**src/rtl/decoder_pkg.sv**
```systemverilog
// ---------------------------------------------------------------------------
// decoder_pkg
// Shared types and constants for the N-bit decoder/sequencer.
//   state_e : controller state (IDLE, DIRECT, SCAN)
//   DWELL_W : width of the scan dwell counter; large enough for DWELL 1..255
// ---------------------------------------------------------------------------
package decoder_pkg;

  typedef enum logic [1:0] {
    IDLE   = 2'd0,
    DIRECT = 2'd1,
    SCAN   = 2'd2
  } state_e;

  localparam int DWELL_W = 8;

endpackage : decoder_pkg

```
**src/rtl/onehot_enc_n.sv**
```systemverilog
// ---------------------------------------------------------------------------
// onehot_enc_n
// Purely combinational binary-to-one-hot converter.
//   bin_i    : N-bit binary code
//   onehot_o : 2**N-bit vector with exactly bit bin_i set
// ---------------------------------------------------------------------------
module onehot_enc_n #(
  parameter int N = 3
) (
  input  logic [N-1:0]        bin_i,
  output logic [(1<<N)-1:0]   onehot_o
);

  // Start from all-zero and set the single selected bit.
  always_comb begin
    onehot_o        = '0;
    onehot_o[bin_i] = 1'b1;
  end

endmodule : onehot_enc_n

```
**src/rtl/decoder_n_seq.sv**
```systemverilog
// ---------------------------------------------------------------------------
// decoder_n_seq
// Registered N-to-2**N one-hot decoder with two operating modes:
//   direct : each accepted sel is decoded onto y one cycle later
//   scan   : y walks through every output starting at sel, holding each
//            position for DWELL cycles and wrapping modulo 2**N
//
// Ports
//   clk       : clock, rising edge
//   rst_n     : synchronous active-low reset
//   en        : block enable, 0 parks the block in IDLE with y cleared
//   mode      : 0 = direct decode, 1 = scan
//   sel       : code to decode / scan start index
//   in_valid  : sel valid for a direct decode
//   in_ready  : direct decode can be accepted this cycle
//   y         : registered one-hot (or all-zero) output
//   out_valid : one-cycle pulse, y was loaded by an accepted direct decode
//   idx       : binary index of the asserted y bit, 0 when y is zero
//   wrap      : one-cycle pulse, scan index stepped from 2**N-1 to 0
// ---------------------------------------------------------------------------
module decoder_n_seq
  import decoder_pkg::*;
#(
  parameter int N     = 3,
  parameter int DWELL = 4
) (
  input  logic                clk,
  input  logic                rst_n,
  input  logic                en,
  input  logic                mode,
  input  logic [N-1:0]        sel,
  input  logic                in_valid,
  output logic                in_ready,
  output logic [(1<<N)-1:0]   y,
  output logic                out_valid,
  output logic [N-1:0]        idx,
  output logic                wrap
);

  localparam int                 OUTS       = 1 << N;
  localparam logic [DWELL_W-1:0] DWELL_LAST = DWELL_W'(DWELL - 1);
  localparam logic [DWELL_W-1:0] CNT_ONE    = DWELL_W'(1);
  localparam logic [N-1:0]       IDX_ONE    = N'(1);
  localparam logic [N-1:0]       IDX_LAST   = N'(OUTS - 1);

  state_e               state_q, state_d;
  logic [N-1:0]         idx_q, idx_d;
  logic [DWELL_W-1:0]   cnt_q, cnt_d;
  logic [OUTS-1:0]      y_q, y_d;
  logic                 out_valid_q, out_valid_d;
  logic                 wrap_q, wrap_d;

  logic                 enter_scan;
  logic                 enter_direct;
  logic                 y_load;
  logic                 y_clear;
  logic                 accept;
  logic [OUTS-1:0]      enc_y;

  // Ready depends only on the registered state plus en/mode; rst_n is
  // folded in so nothing is accepted while reset is being applied.
  assign in_ready = rst_n & en & ~mode & (state_q == DIRECT);
  assign accept   = in_valid & in_ready;

  // One encoder serves both modes: it always decodes the next index,
  // which is sel on a direct accept or scan entry, or the stepped
  // scan position when a dwell period expires.
  onehot_enc_n #(
    .N (N)
  ) u_enc (
    .bin_i    (idx_d),
    .onehot_o (enc_y)
  );

  // Next-state and output decision. The case statement only raises
  // intent flags; the shared entry actions are applied afterwards so
  // that scan entry from IDLE and from DIRECT behave identically.
  always_comb begin
    state_d      = state_q;
    idx_d        = idx_q;
    cnt_d        = cnt_q;
    out_valid_d  = 1'b0;
    wrap_d       = 1'b0;
    y_load       = 1'b0;
    y_clear      = 1'b0;
    enter_scan   = 1'b0;
    enter_direct = 1'b0;

    if (!en) begin
      state_d = IDLE;
      idx_d   = '0;
      cnt_d   = '0;
      y_clear = 1'b1;
    end else begin
      case (state_q)
        IDLE: begin
          if (mode) enter_scan   = 1'b1;
          else      enter_direct = 1'b1;
        end

        DIRECT: begin
          if (mode) begin
            enter_scan = 1'b1;
          end else if (accept) begin
            idx_d       = sel;
            y_load      = 1'b1;
            out_valid_d = 1'b1;
          end
        end

        SCAN: begin
          if (!mode) begin
            enter_direct = 1'b1;
          end else if (cnt_q == DWELL_LAST) begin
            // Index arithmetic wraps naturally because OUTS is 2**N.
            cnt_d  = '0;
            idx_d  = idx_q + IDX_ONE;
            wrap_d = (idx_q == IDX_LAST);
            y_load = 1'b1;
          end else begin
            cnt_d = cnt_q + CNT_ONE;
          end
        end

        default: begin
          state_d = IDLE;
          idx_d   = '0;
          cnt_d   = '0;
          y_clear = 1'b1;
        end
      endcase

      // Scan entry shows the start position immediately rather than
      // clearing, so the first dwell period begins on the entry cycle.
      if (enter_scan) begin
        state_d = SCAN;
        idx_d   = sel;
        cnt_d   = '0;
        y_load  = 1'b1;
      end

      if (enter_direct) begin
        state_d = DIRECT;
        idx_d   = '0;
        cnt_d   = '0;
        y_clear = 1'b1;
      end
    end

    if (y_clear)     y_d = '0;
    else if (y_load) y_d = enc_y;
    else             y_d = y_q;
  end

  // State and output registers; every output is taken straight from a
  // flop so no input has a combinational path to y/idx/out_valid/wrap.
  always_ff @(posedge clk) begin
    if (!rst_n) begin
      state_q     <= IDLE;
      idx_q       <= '0;
      cnt_q       <= '0;
      y_q         <= '0;
      out_valid_q <= 1'b0;
      wrap_q      <= 1'b0;
    end else begin
      state_q     <= state_d;
      idx_q       <= idx_d;
      cnt_q       <= cnt_d;
      y_q         <= y_d;
      out_valid_q <= out_valid_d;
      wrap_q      <= wrap_d;
    end
  end

  assign y         = y_q;
  assign idx       = idx_q;
  assign out_valid = out_valid_q;
  assign wrap      = wrap_q;

endmodule : decoder_n_seq

```
**config.mk**
```make
export PLATFORM = sky130hd
export DESIGN_NAME = decoder_n_seq
export DESIGN_NICKNAME = d
export VERILOG_FILES = /design/src/rtl/decoder_pkg.sv /design/src/rtl/onehot_enc_n.sv /design/src/rtl/decoder_n_seq.sv
export SDC_FILE = /design/constraint.sdc
export NUM_CORES = 1
export LEC_CHECK = 0
export CAP_MARGIN = 20
export CORE_UTILIZATION = 37
export CTS_CLUSTER_SIZE = 28
export DETAILED_ROUTE_END_ITERATION = 16
export GPL_TIMING_DRIVEN = 0
export PLACE_DENSITY = 0.56
export REMOVE_ABC_BUFFERS = 1
export SYNTH_ARGS = -nofsm -noshare
export SYNTH_HDL_FRONTEND = slang
export SYNTH_SLANG_ARGS = --single-unit
```
**constraint.sdc**
```tcl
create_clock -name clk -period 3.7 [get_ports clk]
set_clock_uncertainty 0.05 [all_clocks]
set_input_delay 0.74 -clock clk [delete_from_list [all_inputs] [get_ports clk]]
set_output_delay 0.74 -clock clk [all_outputs]
set_load 0.01 [all_outputs]
```
==> results.toml, run 1 <==
[timing]
rsz0062_at_grt = "false"
setup_tns_ns = 0
fin_crit_ns = 3.11
fin_crit_sh = 0.841
setup_violations = 0
worstMarginPinSlew_ns = 0.875
hold_viol = 0
final-max-slew-violation-count = 0
fmax_mhz = 321
holdWs_ns = 0.422
relSlewSlack = 0.401

[clock_tree]
cts_tree = "done"
clkSinkCount = 23
clk_pin_slew_worst_paths_ns = 0.12
cts_htree_levels = 1
cts-hold-fix-buffers = 0
cts_buffer_depth = 2
clockRootBuffer = "clkbuf_4"
clock_latency_ns = 0.32
numCtsBuffers = 3
cts.repair.resized = 0
cts_setup_buffers = 0

[global_routing]
antenna_found_initial = 0
grt-ovfl-total = 0
grt_start_max_net_pins = 14
grtUsageTotal = 0.178
grt_pass1_wl_um = 4870
grt_pass1_vias = 1081

[layout]
finish.cell_count_without_fillers = 213
fillers = 338
layout-drive-gt1-share = 0.0710
multi_input_area_sq_um = 783
seqCellArea_sq_um = 460
diodes = 0
area_delta_synth_final_pct = 21.2
nets = 185

[synth]
syn-cell-area_sq_mm = 0.00128
synth-edff-count = 0
ys_seq_area_frac = 0.360
synth_area_leaders = "dfxtp_1 36%, ha_1 6.8%, nand2_1 5.9%"
synth_area_leader_cell = "dfxtp_1"
yosysMostFrequentCell = "dfxtp_1"
async_flop_share = 0
ys_top_cells_by_count = "23 x dfxtp_1, 20 x nand2_1, 17 x nor2_1"
synth_flop_cell = "dfxtp_1"
synthCells = 149
synthDistinctLibCells = 37
yosys_warnings = 0
ys_ff_latch = 23
yosysTopAreaCellShare = 0.360
synth_area_per_cell_sq_um = 8.59

[worst_setup_path]
worst-path-max-fanout = 12
worstPathRequired_ns = 2.91
cp_common_cell = "clkdlybuf4s50_1"
r2r_start = "state_q[0]"
crit_start = "mode"
worstPathCellList = "clkdlybuf4s50_1 -> nand2b_1 -> nor2_1 -> clkdlybuf4s50_1"
critPathArrivalTime_ns = 2.32
setup.worst_path.end_class = "output port"
critPathKind = "input pin to output port"
cp_slowest_stage_delay_ns = 0.60
startpoint_type = "input pin"
slowest_stage = "clkdlybuf4s50_1"

[power]
p_switching_mw = 0.115
vdd_drop_max_mv = 0.155
comb_power_share = 0.126
internal_power_mw = 0.312
p_total_mw = 0.428
switching_share = 0.270
pwr-share-seq = 0.590
p_per_area_mw_per_mm2 = 276
p_leak_nw = 0.568
p_clk_frac = 0.284

[placed_design]
dp.cells = 209
place.gp.congestion = 0.810
portBuffers = 21
dpl.hpwl_um = 2280

[route]
num_vias = 1146
dr.pass1.iters = 4
vias_per_cell = 5.38
dr.first_iter.drc_count = 51
routedWlPerCell_um = 13.6
wirelength_um = 2890
ant_nets = 0
drcViolationCount = 0

[hold_path]
hold_start = "y[6]"
worstHoldPathType = "register to register"

[floorplanning]
start_util = 0.403
ios = 22
die_w_um = 60.8
die_area_sq_mm = 0.00370
rows = 20
chipHeight_um = 60.8
core_area_sq_mm = 0.00318

[flow_run]
cap_viol_max_count = 0

[status]
status = "completed"
[worst max-delay path, delay by kind of cell]
kind                   cells  cell delay, ns
and+or+nand+nor            2            0.45
buffers and inverters      2            1.14
[logic make-up after synthesis]
group           share of synthesized area
buf+inv                            0.0283
xor+xnor                           0.0479
simple gates                        0.263
fa+ha+maj                          0.0684
mux                                0.0235
flops                               0.360
compound gates                      0.209
[registers in the layout (all words and copies together) (netlist names)]
name,count
state_q,2
idx,3
cnt_q,8
wrap,1
y,8
out_valid,1
[cells in the final DEF (no fill, tap or decap), types with 2 or more instances in the layout]
master and count:
nand4_1 3, a211oi_1 3, dfxtp_1 23, o31ai_1 6
a32o_2 4, nand3_1 8, o21a_1 2, mux2i_1 3
inv_1 4, nand2b_1 5, o31a_1 3, nor2_1 17
o21ai_1 4, ha_1 7, xor2_1 6, clkbuf_4 3
nand2_1 20, o21ai_0 3, a21oi_1 6, clkdlybuf4s50_1 21
[metal layers]
layer,vias up,routed length [um],GRT usage,share of wire
met3,4,71,0.0192,0.025
met5,-,0,0,0
met4,0,31,0.0682,0.011
li1,587,-,-,-
met1,540,1460,0.246,0.51
met2,15,1320,0.286,0.46
[layout make-up]
| cell class | instances | area share |
|---|---|---|
| clock buffers | 3 | 0.0145 |
| clock inverters | 1 | 0.00323 |
| inverters | 4 | 0.00968 |
| multi-input cells | 117 | 0.505 |
| flip-flops and latches | 23 | 0.297 |
| well taps | 44 | 0.0355 |
| repair buffers | 21 | 0.135 |
[through the flow]
stage | utilization | cell area (sq um) | setup WS, ns
floorplan | - | 1260 | 1.56
global placement | 0.480 | 1520 | 0.588
detailed placement | 0.480 | 1520 | 0.587
CTS | 0.488 | 1550 | 0.584
global route | 0.488 | 1550 | 0.493
finish | 0.488 | 1550 | 0.588
[power by group through the flow]
stage / clock (mW) / combinational (mW) / sequential (mW)
final: 0.121 / 0.0539 / 0.252
after global routing: 0.137 / 0.0609 / 0.253
after CTS: 0.124 / 0.0542 / 0.252
after detailed placement: 0 / 0.0539 / 0.258
after global placement: 0 / 0.0535 / 0.258
after floorplan: 0 / 0.0312 / 0.258
[path summary, 6_finish.rpt]
kind | end | slack (ns) | cells after the start
worst max-delay path | in_ready | 0.59 | 4
worst min-delay path | y[6] | 0.42 | 2
worst max register to register | y[3] | 1.28 | 7
worst min register to register | y[6] | 0.42 | 2
(Power assumes the default switching activity.)
==> run 2, diff against run 1 <==
==> constraint.sdc (replaced) <==
create_clock -name clk -period 3.2 [get_ports clk]
set_clock_uncertainty 0.05 [all_clocks]
set_input_delay 0.64 -clock clk [delete_from_list [all_inputs] [get_ports clk]]
set_output_delay 0.64 -clock clk [all_outputs]
set_load 0.01 [all_outputs]
==> results of run 2 <==
The final DEF is identical to that of run 1. Status: completed.
Among the figures that moved: setup slack after placement 0.587 ns -> 0.262 ns; setup slack after layout 0.588 ns -> 0.288 ns; register-to-register setup slack 1.28 ns -> 0.78 ns; total power 0.428 mW -> 0.494 mW; worst IR drop on VDD 0.155 mV -> 0.179 mV
